===== src/rtl/mem_merge_router.sv =====
// N-to-1 memory request merger: arbitrates PORTS request streams onto one registered output,
// tags requests with their source port, routes read responses back, and limits in-flight reads per port.

module mem_merge_port_cnt #(
  parameter int MAX_OUTSTANDING = 4
) (
  input  logic clk,
  input  logic rst,
  input  logic inc,
  input  logic dec,
  output logic full
);
  localparam int CW = $clog2(MAX_OUTSTANDING + 1);
  logic [CW-1:0] cnt;

  // Simultaneous inc/dec cancel; a response with nothing outstanding leaves the count at 0.
  always_ff @(posedge clk or posedge rst) begin
    if (rst)                             cnt <= '0;
    else if (inc && !dec)                cnt <= cnt + 1'b1;
    else if (dec && !inc && cnt != '0)   cnt <= cnt - 1'b1;
  end

  assign full = (cnt == CW'(MAX_OUTSTANDING));
endmodule

module mem_merge_router #(
  parameter  int ADDR_WIDTH      = 32,
  parameter  int DATA_WIDTH      = 32,
  parameter  int MASK_WIDTH      = DATA_WIDTH / 8,
  parameter  int ID_WIDTH        = 1,
  parameter  int PORTS           = 4,
  parameter  int ARB_MODE        = 1,
  parameter  int MAX_OUTSTANDING = 4,
  localparam int PORT_W          = $clog2(PORTS),
  localparam int OUT_ID_WIDTH    = ID_WIDTH + PORT_W
) (
  input  logic                                 clk,
  input  logic                                 rst,
  input  logic [PORTS-1:0]                     mem_in_valid,
  output logic [PORTS-1:0]                     mem_in_ready,
  input  logic [PORTS-1:0]                     mem_in_read_enable,
  input  logic [PORTS-1:0][ADDR_WIDTH-1:0]     mem_in_address,
  input  logic [PORTS-1:0][DATA_WIDTH-1:0]     mem_in_data,
  input  logic [PORTS-1:0][MASK_WIDTH-1:0]     mem_in_write_mask,
  input  logic [PORTS-1:0][ID_WIDTH-1:0]       mem_in_id,
  output logic                                 mem_out_valid,
  input  logic                                 mem_out_ready,
  output logic                                 mem_out_read_enable,
  output logic [ADDR_WIDTH-1:0]                mem_out_address,
  output logic [DATA_WIDTH-1:0]                mem_out_data,
  output logic [MASK_WIDTH-1:0]                mem_out_write_mask,
  output logic [OUT_ID_WIDTH-1:0]              mem_out_id,
  input  logic                                 resp_in_valid,
  output logic                                 resp_in_ready,
  input  logic [DATA_WIDTH-1:0]                resp_in_data,
  input  logic [OUT_ID_WIDTH-1:0]              resp_in_id,
  output logic [PORTS-1:0]                     resp_out_valid,
  input  logic [PORTS-1:0]                     resp_out_ready,
  output logic [PORTS-1:0][DATA_WIDTH-1:0]     resp_out_data,
  output logic [PORTS-1:0][ID_WIDTH-1:0]       resp_out_id,
  output logic                                 resp_err
);
  typedef struct packed {
    logic                    re;
    logic [ADDR_WIDTH-1:0]   addr;
    logic [DATA_WIDTH-1:0]   data;
    logic [MASK_WIDTH-1:0]   mask;
    logic [OUT_ID_WIDTH-1:0] id;
  } req_t;

  logic [PORTS-1:0]  full, elig, hit;
  logic [PORT_W-1:0] gnt, rr_ptr, rp;
  logic              gnt_vld, load, accept, out_vld, tag_ok;
  req_t              sel, out_q;

  assign load   = !out_vld || mem_out_ready;
  assign accept = gnt_vld && load && !rst;
  assign rp     = resp_in_id[OUT_ID_WIDTH-1 -: PORT_W];
  assign tag_ok = |hit;

  // Scan order starts at the RR pointer in round-robin mode, at port 0 otherwise.
  always_comb begin
    logic [PORT_W-1:0] k;
    k       = '0;
    gnt     = '0;
    gnt_vld = 1'b0;
    for (int i = 0; i < PORTS; i++) begin
      k = (ARB_MODE == 1) ? PORT_W'((int'(rr_ptr) + i) % PORTS) : PORT_W'(i);
      if (!gnt_vld && elig[k]) begin
        gnt_vld = 1'b1;
        gnt     = k;
      end
    end
  end

  always_comb begin
    sel.re   = mem_in_read_enable[gnt];
    sel.addr = mem_in_address[gnt];
    sel.data = mem_in_data[gnt];
    sel.mask = mem_in_write_mask[gnt];
    sel.id   = {gnt, mem_in_id[gnt]};
  end

  for (genvar k = 0; k < PORTS; k++) begin : g_lane
    mem_merge_port_cnt #(.MAX_OUTSTANDING(MAX_OUTSTANDING)) u_cnt (
      .clk  (clk),
      .rst  (rst),
      .inc  (mem_in_ready[k] && mem_in_read_enable[k]),
      .dec  (resp_out_valid[k] && resp_out_ready[k]),
      .full (full[k])
    );
    assign elig[k]           = mem_in_valid[k] && !(mem_in_read_enable[k] && full[k]);
    assign mem_in_ready[k]   = accept && (gnt == PORT_W'(k));
    assign hit[k]            = (rp == PORT_W'(k));
    assign resp_out_valid[k] = resp_in_valid && hit[k] && !rst;
    assign resp_out_data[k]  = resp_in_data;
    assign resp_out_id[k]    = resp_in_id[ID_WIDTH-1:0];
  end

  // Tags beyond the last port are swallowed so the memory side never blocks on them.
  assign resp_in_ready = tag_ok ? |(hit & resp_out_ready) : 1'b1;

  always_ff @(posedge clk or posedge rst) begin
    if (rst) begin
      out_vld  <= 1'b0;
      rr_ptr   <= '0;
      resp_err <= 1'b0;
    end else begin
      if (load)   out_vld <= gnt_vld;
      if (accept) rr_ptr  <= (gnt == PORT_W'(PORTS - 1)) ? '0 : gnt + 1'b1;
      if (resp_in_valid && !tag_ok) resp_err <= 1'b1;
    end
  end

  always_ff @(posedge clk) begin
    if (accept) out_q <= sel;
  end

  assign mem_out_valid       = out_vld;
  assign mem_out_read_enable = out_q.re;
  assign mem_out_address     = out_q.addr;
  assign mem_out_data        = out_q.data;
  assign mem_out_write_mask  = out_q.mask;
  assign mem_out_id          = out_q.id;
endmodule


===== config.mk =====
export PLATFORM = sky130hd
export DESIGN_NAME = mem_merge_router
export DESIGN_NICKNAME = d
export VERILOG_FILES = /design/src/rtl/mem_merge_router.sv
export SDC_FILE = /design/constraint.sdc
export NUM_CORES = 1
export LEC_CHECK = 0
export CORE_AREA = 2 2 211 213
export CTS_CLUSTER_SIZE = 14
export DETAILED_ROUTE_END_ITERATION = 8
export DIE_AREA = 0 0 213 215
export HOLD_SLACK_MARGIN = 0.12
export RECOVER_POWER = 100
export SETUP_SLACK_MARGIN = 0.1
export SLEW_MARGIN = 20
export SYNTH_ARGS = -nofsm -noshare
export SYNTH_HDL_FRONTEND = slang
export SYNTH_SLANG_ARGS = --single-unit

===== constraint.sdc =====
create_clock -name clk -period 9.6 [get_ports clk]
set_clock_uncertainty 0.2 [all_clocks]
set_input_delay 1.44 -clock clk [delete_from_list [all_inputs] [get_ports clk]]
set_output_delay 1.44 -clock clk [all_outputs]
set_load 0.005 [all_outputs]

==> summary.txt, run 1 <==
======================================================================================
Switching power                                                                 702 uW
Clock slew at the register clock pins of the worst setup and hold paths        0.06 ns
Pins over their slew limit                                                         150
Share of the synthesized area in compound gates (AO/OA/AOI/OAI)                  2.99%
Reg power frac                                                                   29.9%
Met1 global-route usage                                                          10.8%
Post-detailed-routing wire length                                             25600 um
Post-CTS Setup Repair Bufs                                                           0
Resized cells post-CTS                                                               0
RSZ-0062 raised after global routing                                                no
Min-delay src                                                                 resp_err
Number of diodes added for antenna fixing                                            0
Final hold violation count                                                           0
Worst-case setup margin in the final layout                                    1.87 ns
Vias in the first global route                                                    5433
Layout-stage area growth over the synthesis result                               50.7%
Via/cell ratio                                                                    3.70
Post-synth ARST share                                                            18.2%
Flop and latch count out of synthesis                                               88
Mean post-synth cell area                                                    12.2 um^2
Fraction of power consumed by combinational cells                                51.8%
Syn Inst Count                                                                     571
Largest family of logic cells by synthesized area                         multiplexers
Internal power                                                                 1.33 mW
Std cell rows                                                                       77
Most used flip-flop cell after synthesis                                  sky130_fd_sc_hd__edfxtp_1
Share of cells above drive strength 1                                            4.06%
Count of H-tree levels built during CTS                                              3
Pin count of the biggest net entering global routing                                66
Maximum clock rate                                                             129 MHz
Endpoint of the lowest-slack register-to-register path                    mem_out_address[23]
Clock buffer depth                                                                   2
Register area share after synthesis                                              36.9%
Aggregate global routing overflow                                                    0
Cell at the root of the clock tree                                        sky130_fd_sc_hd__clkbuf_16
Routability congestion estimate                                                  0.775
Core region area                                                            43600 um^2
Leakage                                                                        3.91 nW
Kind of end point of the critical path                                       flip-flop
Mux share of post-synthesis cell area                                            33.2%
Worst Path Max Fanout                                                               65
Library cells used by synthesis                                                     50
Reg2reg setup slack                                                            3.00 ns
Net Sw Frac                                                                      34.5%
Antenna violations before repair                                                     1
Floorplan die width                                                             213 um
Number of maximum-capacitance constraint violations                                  4
DR iter-0 viols                                                                    217
Final setup TNS                                                                   0 ns
Hold_buf cts                                                                         0
Net count after synthesis                                                          906
# DRC                                                                                0
Final worst-path cycle share                                                     80.6%
I/O pin count                                                                      542
Xor/xnor share of the synthesized area                                          0.631%
Die H                                                                           215 um
Rel. slew slack                                                                  -201%
Setup Viol. Count Final                                                              0
Worst IR Drop VDD                                                               193 uV
Arrival time of the worst setup path                                           7.67 ns
Initial Util                                                                     15.9%
Post-detail-place hpwl                                                        20400 um
Vias                                                                              5193
Worst Hold Class                                                            reg -> reg
Slew at the pin with the worst max-slew slack                                  4.51 ns
Number of buffers created by CTS                                                     9
Number of nets in the layout                                                      1143
Run status                                                                finished with violations
Type of the worst setup path                                                 in -> reg
Number of buffer cells added on primary ports                                      376
Area share of fa/ha/maj cells after synthesis                                    1.87%
Hold path endpoint                                                            resp_err
Kind of start point of the critical path                                    input port
Count of synthesis-stage warnings from yosys                                         0
Critical path required time                                                    9.53 ns
Aggregate global-route resource usage                                            10.4%
Die footprint                                                               45800 um^2
First-pass GRT wire length                                                    34800 um
Clock network power share                                                        18.2%
Clock tree from TritonCTS                                                        built
Synth Cell Area                                                              6940 um^2
Grt peak-use layer                                                                met2
Cell depth of the worst hold path                                                    0
Startpoint of the worst-slack reg-to-reg timing path                      g_lane[0].u_cnt.cnt[0]
Number of synthesized flops with an enable pin                                      72
Total number of clock tree sinks                                                    88
Met2 track demand over resource                                                  19.1%
Failing checks                                                            capacitance limit, slew limit
Worst setup slack after placement                                              3.09 ns
Length of the first detailed-routing pass in iterations                              4
Depth of the worst register-to-register path                                         7
Simple logic cell fraction of the synthesized area                               5.17%
Power Dens Cells                                                           194 nW/um^2
Routed wire length per instance                                                18.2 um
Met3 Resource Use GR                                                             2.54%
Detail Route Antenna Nets                                                            0
Clock period minus worst slack                                                 7.73 ns
Clock insertion delay at the later pin of the skew report                      0.35 ns
======================================================================================
-- stage by stage --
stage | power (mW) | utilization [%] | area [um^2] | hold slack, ns | instances
floorplan | 1.39 | - | 6940 | 0.252 | 571
global placement | 1.66 | 23.4 | 10200 | 0.177 | 1389
detailed placement | 1.68 | 23.4 | 10200 | 0.173 | 1389
CTS | 2.07 | 24.1 | 10500 | 0.194 | 1405
global route | 2.16 | 24.0 | 10500 | 0.204 | 1405
finish | 2.03 | 24.0 | 10500 | 0.190 | 1405
-- worst max path at each step --
stage / startpoint / to / slack, ns / cells past startpoint
after detailed placement: mem_in_read_enable[2] / mem_in_ready[1] / 3.09 / 9
after floorplan: rst / mem_in_ready[1] / 3.36 / 5
final: mem_in_read_enable[2] / mem_out_address[23] / 1.87 / 8
after CTS: mem_in_read_enable[2] / mem_in_ready[1] / 3.06 / 9
after global routing: mem_in_read_enable[2] / mem_out_address[23] / 1.55 / 8
after global placement: mem_in_read_enable[2] / mem_in_ready[1] / 3.09 / 9
-- placed cells by master (no fill, tap or decap), types with 3 or more instances in the layout --
cell type                         count
sky130_fd_sc_hd__mux2_1               3
sky130_fd_sc_hd__clkbuf_1             6
sky130_fd_sc_hd__buf_4                4
sky130_fd_sc_hd__mux2i_1            218
sky130_fd_sc_hd__nand3_1              4
sky130_fd_sc_hd__edfxtp_1            72
sky130_fd_sc_hd__nand4_1              4
sky130_fd_sc_hd__and2_0               5
sky130_fd_sc_hd__mux2_2               6
sky130_fd_sc_hd__and2_1               4
sky130_fd_sc_hd__nand2_1              9
sky130_fd_sc_hd__dfrtp_1             16
sky130_fd_sc_hd__inv_1                3
sky130_fd_sc_hd__nor3_1               6
sky130_fd_sc_hd__a32o_1               3
sky130_fd_sc_hd__fa_1                 4
sky130_fd_sc_hd__clkdlybuf4s50_1    291
sky130_fd_sc_hd__xor2_1               4
sky130_fd_sc_hd__nor2_1              13
sky130_fd_sc_hd__ha_1                 4
sky130_fd_sc_hd__clkbuf_16            9
sky130_fd_sc_hd__dlygate4sd3_1       85
-- layout make-up --
| cell class | instances | area (um^2) |
|---|---|---|
| Clock buffer | 13 | 250 |
| Sequential cell | 88 | 2560 |
| Fill cell | 4677 | 33200 |
| Clock inverter | 3 | 41.3 |
| Multi-Input combinational cell | 322 | 3050 |
| Inverter | 4 | 15.0 |
| Tap cell | 592 | 741 |
| Timing Repair Buffer | 383 | 3800 |
-- worst max-delay path, cell delays in order --
cell and delay, ns:
sky130_fd_sc_hd__dlygate4sd3_1 0.59, sky130_fd_sc_hd__nand2_1 0.09, sky130_fd_sc_hd__o31ai_1 0.27, sky130_fd_sc_hd__a221oi_4 0.42, sky130_fd_sc_hd__buf_4 0.47, sky130_fd_sc_hd__clkbuf_1 3.18, sky130_fd_sc_hd__mux2i_1 0.62, sky130_fd_sc_hd__mux2i_1 0.49
-- logic make-up (layout without fill, tap and decap cells) --
logic type / Yosys count / after routing
DFF: 88 / 88
and+or+nand+nor: 60 / 60
buffers and inverters: 161 / 403
AOI/OAI and AO/OA: 21 / 21
xor gates and xnor gates: 5 / 5
adders and majority gates: 8 / 8
muxes: 228 / 228
-- registers in the layout (all words and copies together), names as in the netlist --
register	flops
mem_out_address	32
mem_out_read_enable	1
resp_err	1
mem_out_data	32
mem_out_valid	1
mem_out_write_mask	4
g_lane.u_cnt.cnt	12
rr_ptr	2
mem_out_id	3
-- power by group through the flow --
stage	Clock (mW)	Sequential [mW]	Combinational, mW
6_report	0.370	0.609	1.05
5_1_grt	0.405	0.620	1.14
4_1_cts	0.394	0.613	1.06
3_5_place_dp	0	0.620	1.06
3_3_place_gp	0	0.618	1.04
2_1_floorplan	0	0.615	0.779
-- cells in the mapped netlist (2+ instances only) --
cell                          n  area share, %
sky130_fd_sc_hd__a21oi_1      2           0.14
sky130_fd_sc_hd__a2bb2oi_1    2           0.25
sky130_fd_sc_hd__a31o_2       2           0.25
sky130_fd_sc_hd__a32o_1       3           0.43
sky130_fd_sc_hd__and2_1       9           0.81
sky130_fd_sc_hd__buf_12      11            3.2
sky130_fd_sc_hd__buf_4      134             14
sky130_fd_sc_hd__clkbuf_1     2           0.11
sky130_fd_sc_hd__clkbuf_4     8           0.87
sky130_fd_sc_hd__dfrtp_1     16            5.8
sky130_fd_sc_hd__edfxtp_1    72             31
sky130_fd_sc_hd__fa_1         4            1.2
sky130_fd_sc_hd__ha_1         4           0.72
sky130_fd_sc_hd__inv_1        3           0.16
sky130_fd_sc_hd__mux2_2       9            1.5
sky130_fd_sc_hd__mux2i_1    218             31
sky130_fd_sc_hd__nand2_1      9           0.49
sky130_fd_sc_hd__nand3_1      4           0.29
sky130_fd_sc_hd__nand4_1      4           0.36
sky130_fd_sc_hd__nand4bb_1    2           0.32
sky130_fd_sc_hd__nor2_1      13           0.70
sky130_fd_sc_hd__nor3_1       6           0.43
sky130_fd_sc_hd__nor4bb_1     2           0.29
sky130_fd_sc_hd__o21ai_0      2           0.14
sky130_fd_sc_hd__o221ai_1     2           0.25
sky130_fd_sc_hd__xor2_1       4           0.50
-- metal layers --
metal / wire, um / vias up
li1: - / 2431
met1: 9420 / 2421
met2: 13000 / 268
met3: 2160 / 73
met4: 1070 / 0
met5: 0 / -
Power figures use the tool's default switching activity.
==> inputs of run 2 (changes only) <==
--- a/config.mk
+++ b/config.mk
@@ -5,10 +5,10 @@
 export SDC_FILE = /design/constraint.sdc
 export NUM_CORES = 1
 export LEC_CHECK = 0
-export CORE_AREA = 2 2 211 213
+export CORE_AREA = 2 2 213 215
 export CTS_CLUSTER_SIZE = 14
 export DETAILED_ROUTE_END_ITERATION = 8
-export DIE_AREA = 0 0 213 215
+export DIE_AREA = 0 0 215 217
 export HOLD_SLACK_MARGIN = 0.12
 export RECOVER_POWER = 100
 export SETUP_SLACK_MARGIN = 0.1
==> constraint.sdc (replaced) <==
create_clock -name clk -period 7.33 [get_ports clk]
set_clock_uncertainty 0.2 [all_clocks]
set_input_delay 1.0995 -clock clk [delete_from_list [all_inputs] [get_ports clk]]
set_output_delay 1.0995 -clock clk [all_outputs]
set_load 0.005 [all_outputs]
==> run 2 against run 1 <==
The run still ends with capacitance limit, slew limit left. Routed wire length rose by 5.0%. Utilization fell by 0.48 points. Die area grew 1.9%. Sequential share of layout area shrank 0.094 points. Setup slack worse by 0.87 ns. Clock power is 40% higher. Sequential cell count unchanged. Non-clock buffer count is 1 higher. Critical path type unchanged. Highest routed layer is now met5.
==> summary.txt, run 2 (synthesized netlist as in run 1, its figures left out) <==
======================================================================================
Initial Util                                                                     15.5%   -0.38 points
Worst Hold Class                                                            reg -> reg
Share of cells above drive strength 1                                            4.30%   +0.24 points
WP buf/inv                                                                           2   -1
Final standard cell count with taps included and fillers excluded                 1415   +0.71%
Commonest non-fill, non-tap cells in the layout                           sky130_fd_sc_hd__clkdlybuf4s50_1 (291), sky130_fd_sc_hd__mux2i_1 (218), sky130_fd_sc_hd__dlygate4sd3_1 (85), sky130_fd_sc_hd__edfxtp_1 (72), sky130_fd_sc_hd__dfrtp_1 (16)
Kind of start point of the critical path                                    input port
Arrival time of the worst setup path                                           6.07 ns   -1.60 ns
Post-detailed-routing wire length                                             26900 um   +5.0%
Most common cell after layout, fill and taps aside                        sky130_fd_sc_hd__clkdlybuf4s50_1
I/O pin count                                                                      542   unchanged
RSZ-0062 raised after global routing                                                no
Pins over their slew limit                                                         183   +22%
Aggregate global-route resource usage                                            11.0%   +0.64 points
Clock slew at the register clock pins of the worst setup and hold paths        0.07 ns   about the same
Count of H-tree levels built during CTS                                              3   unchanged
Depth of the worst register-to-register path                                         5   -2
Hold_buf cts                                                                         0   unchanged
Worst-path cell chain                                                     dlygate4sd3_1 -> nand2_1 -> o31ai_4 -> o221ai_1 -> a21oi_4 -> clkbuf_1 -> mux2i_1
Clock tree from TritonCTS                                                        built
Run status                                                                finished with violations
Kind of end point of the critical path                                       flip-flop
Number of buffers created by CTS                                                     9   unchanged
Number of nets in the layout                                                      1144   +0.087%
Length of the first detailed-routing pass in iterations                              4   unchanged
Leakage                                                                        3.91 nW   +0.19%
Startpoint of the worst-slack reg-to-reg timing path                      g_lane[2].u_cnt.cnt[1]
Total number of clock tree sinks                                                    88   unchanged
Final setup TNS                                                                   0 ns   unchanged
Cell depth of the worst setup path                                                   7   -1
Floorplan die width                                                             215 um   +0.94%
Core region area                                                            44700 um^2   +2.4%
Number of buffer cells added on primary ports                                      376   unchanged
Die H                                                                           217 um   +0.93%
Cell depth of the worst hold path                                                    0   unchanged
Maximum clock rate                                                             158 MHz
Resized cells post-CTS                                                               0   unchanged
Slew at the pin with the worst max-slew slack                                  3.73 ns   -0.782 ns
Aggregate global routing overflow                                                    0   unchanged
Worst Path Max Fanout                                                               46   -29%
Failing checks                                                            capacitance limit, slew limit
Std cell rows                                                                       78   +1.3%
Reg2reg setup slack                                                            1.90 ns   -1.10 ns
Routability congestion estimate                                                  0.862   +11%
Clock insertion delay at the later pin of the skew report                      0.36 ns   about the same
Layout-stage area growth over the synthesis result                               51.3%
Number of placed instances with taps included                                     1398   +0.65%
Family with the most delay on the worst path                              buffers and inverters
Antenna violations before repair                                                     6   +5
Routed wire length per instance                                                19.0 um   +4.3%
Crit path largest cell delay                                                   2.58 ns   -0.60 ns
Power Dens Cells                                                           259 nW/um^2   +33%
DR iter-0 viols                                                                    240   +11%
Fillers                                                                           4862   +4.0%
Die footprint                                                               46700 um^2   +1.9%
Post-detail-place hpwl                                                        21900 um   +7.3%
Type of the worst setup path                                                 in -> reg
Worst IR Drop VDD                                                               143 uV   -26%
Vias in the first global route                                                    5470   +0.68%
Endpoint of the lowest-slack register-to-register path                    mem_out_address[5]
Slowest cell on crit path                                                 sky130_fd_sc_hd__clkbuf_1
Worst setup slack after placement                                              1.59 ns   -1.50 ns
Clock buffer depth                                                                   2   unchanged
Detail Route Antenna Nets                                                            0   unchanged
Rel. slew slack                                                                  -149%   +52 points
End of the critical path                                                  mem_out_address[5]
Clock period minus worst slack                                                 6.33 ns
Pin count of the biggest net entering global routing                                61   -7.6%
Worst setup path startpoint                                               mem_in_read_enable[2]
Final worst-path cycle share                                                     86.4%
First-pass GRT wire length                                                    37300 um   +7.2%
Number of maximum-capacitance constraint violations                                  5   +1
Final worst hold slack                                                        0.191 ns   +0.00114 ns
Via/cell ratio                                                                    3.70   about the same
Final hold violation count                                                           0   unchanged
Vias                                                                              5230   +0.71%
Cell at the root of the clock tree                                        sky130_fd_sc_hd__clkbuf_16
# DRC                                                                                0   unchanged
Worst-case setup margin in the final layout                                   0.996 ns   -0.869 ns
Setup Viol. Count Final                                                              0   unchanged
Critical path required time                                                    7.06 ns   -2.47 ns
Post-CTS Setup Repair Bufs                                                           0   unchanged
======================================================================================
==> run 2: layer usage <==
| layer | wire length (um) | vias to the layer above | global-route usage [%] |
|---|---|---|---|
| met5 | 13 | - | 0 |
| met4 | 1080 | 2 | 5.38 |
| met3 | 2180 | 98 | 3.66 |
| met2 | 14100 | 264 | 20.4 |
| met1 | 9560 | 2429 | 11.0 |
| li1 | - | 2437 | - |
==> run 2: stage by stage <==
| step | util, % | area, um^2 | power, mW |
|---|---|---|---|
| after floorplan | - | 6940 | 1.83 |
| after global placement | 22.9 | 10200 | 2.19 |
| after detailed placement | 22.9 | 10200 | 2.21 |
| after CTS | 23.6 | 10500 | 2.75 |
| after global routing | 23.5 | 10500 | 2.88 |
| final | 23.5 | 10500 | 2.72 |
==> run 2: worst reg2reg max path, stage by stage, from the launching register on <==
cell and delay [ns]:
sky130_fd_sc_hd__dfrtp_1 0.46, sky130_fd_sc_hd__o31ai_4 0.55, sky130_fd_sc_hd__o221ai_1 0.33, sky130_fd_sc_hd__a21oi_4 0.25, sky130_fd_sc_hd__clkbuf_1 2.58, sky130_fd_sc_hd__mux2i_1 0.64
==> run 2: area by class of cell <==
class | count | area [um^2] | share of cell area, %
multi-input combinational | 322 | 3050 | 29.0
clock buffer | 9 | 225 | 2.14
inverter | 4 | 15.0 | 0.143
antenna | 1 | 2.50 | 0.0238
sequential | 88 | 2560 | 24.4
tap | 600 | 751 | 7.15
clock inverter | 7 | 95.1 | 0.905
timing repair buffer | 384 | 3800 | 36.2
==> run 2: worst min-delay path by stage <==
stage | from | end | slack [ns]
final | resp_err | resp_err | 0.19
after global routing | resp_err | resp_err | 0.22
after CTS | resp_err | resp_err | 0.21
after detailed placement | resp_err | resp_err | 0.19
after global placement | resp_err | resp_err | 0.19
after floorplan | resp_err | resp_err | 0.25
==> run 2: report_power, final <==
part           internal (mW)  switching (mW)
Clock                  0.300           0.218
Sequential             0.723          0.0862
Combinational          0.756           0.635
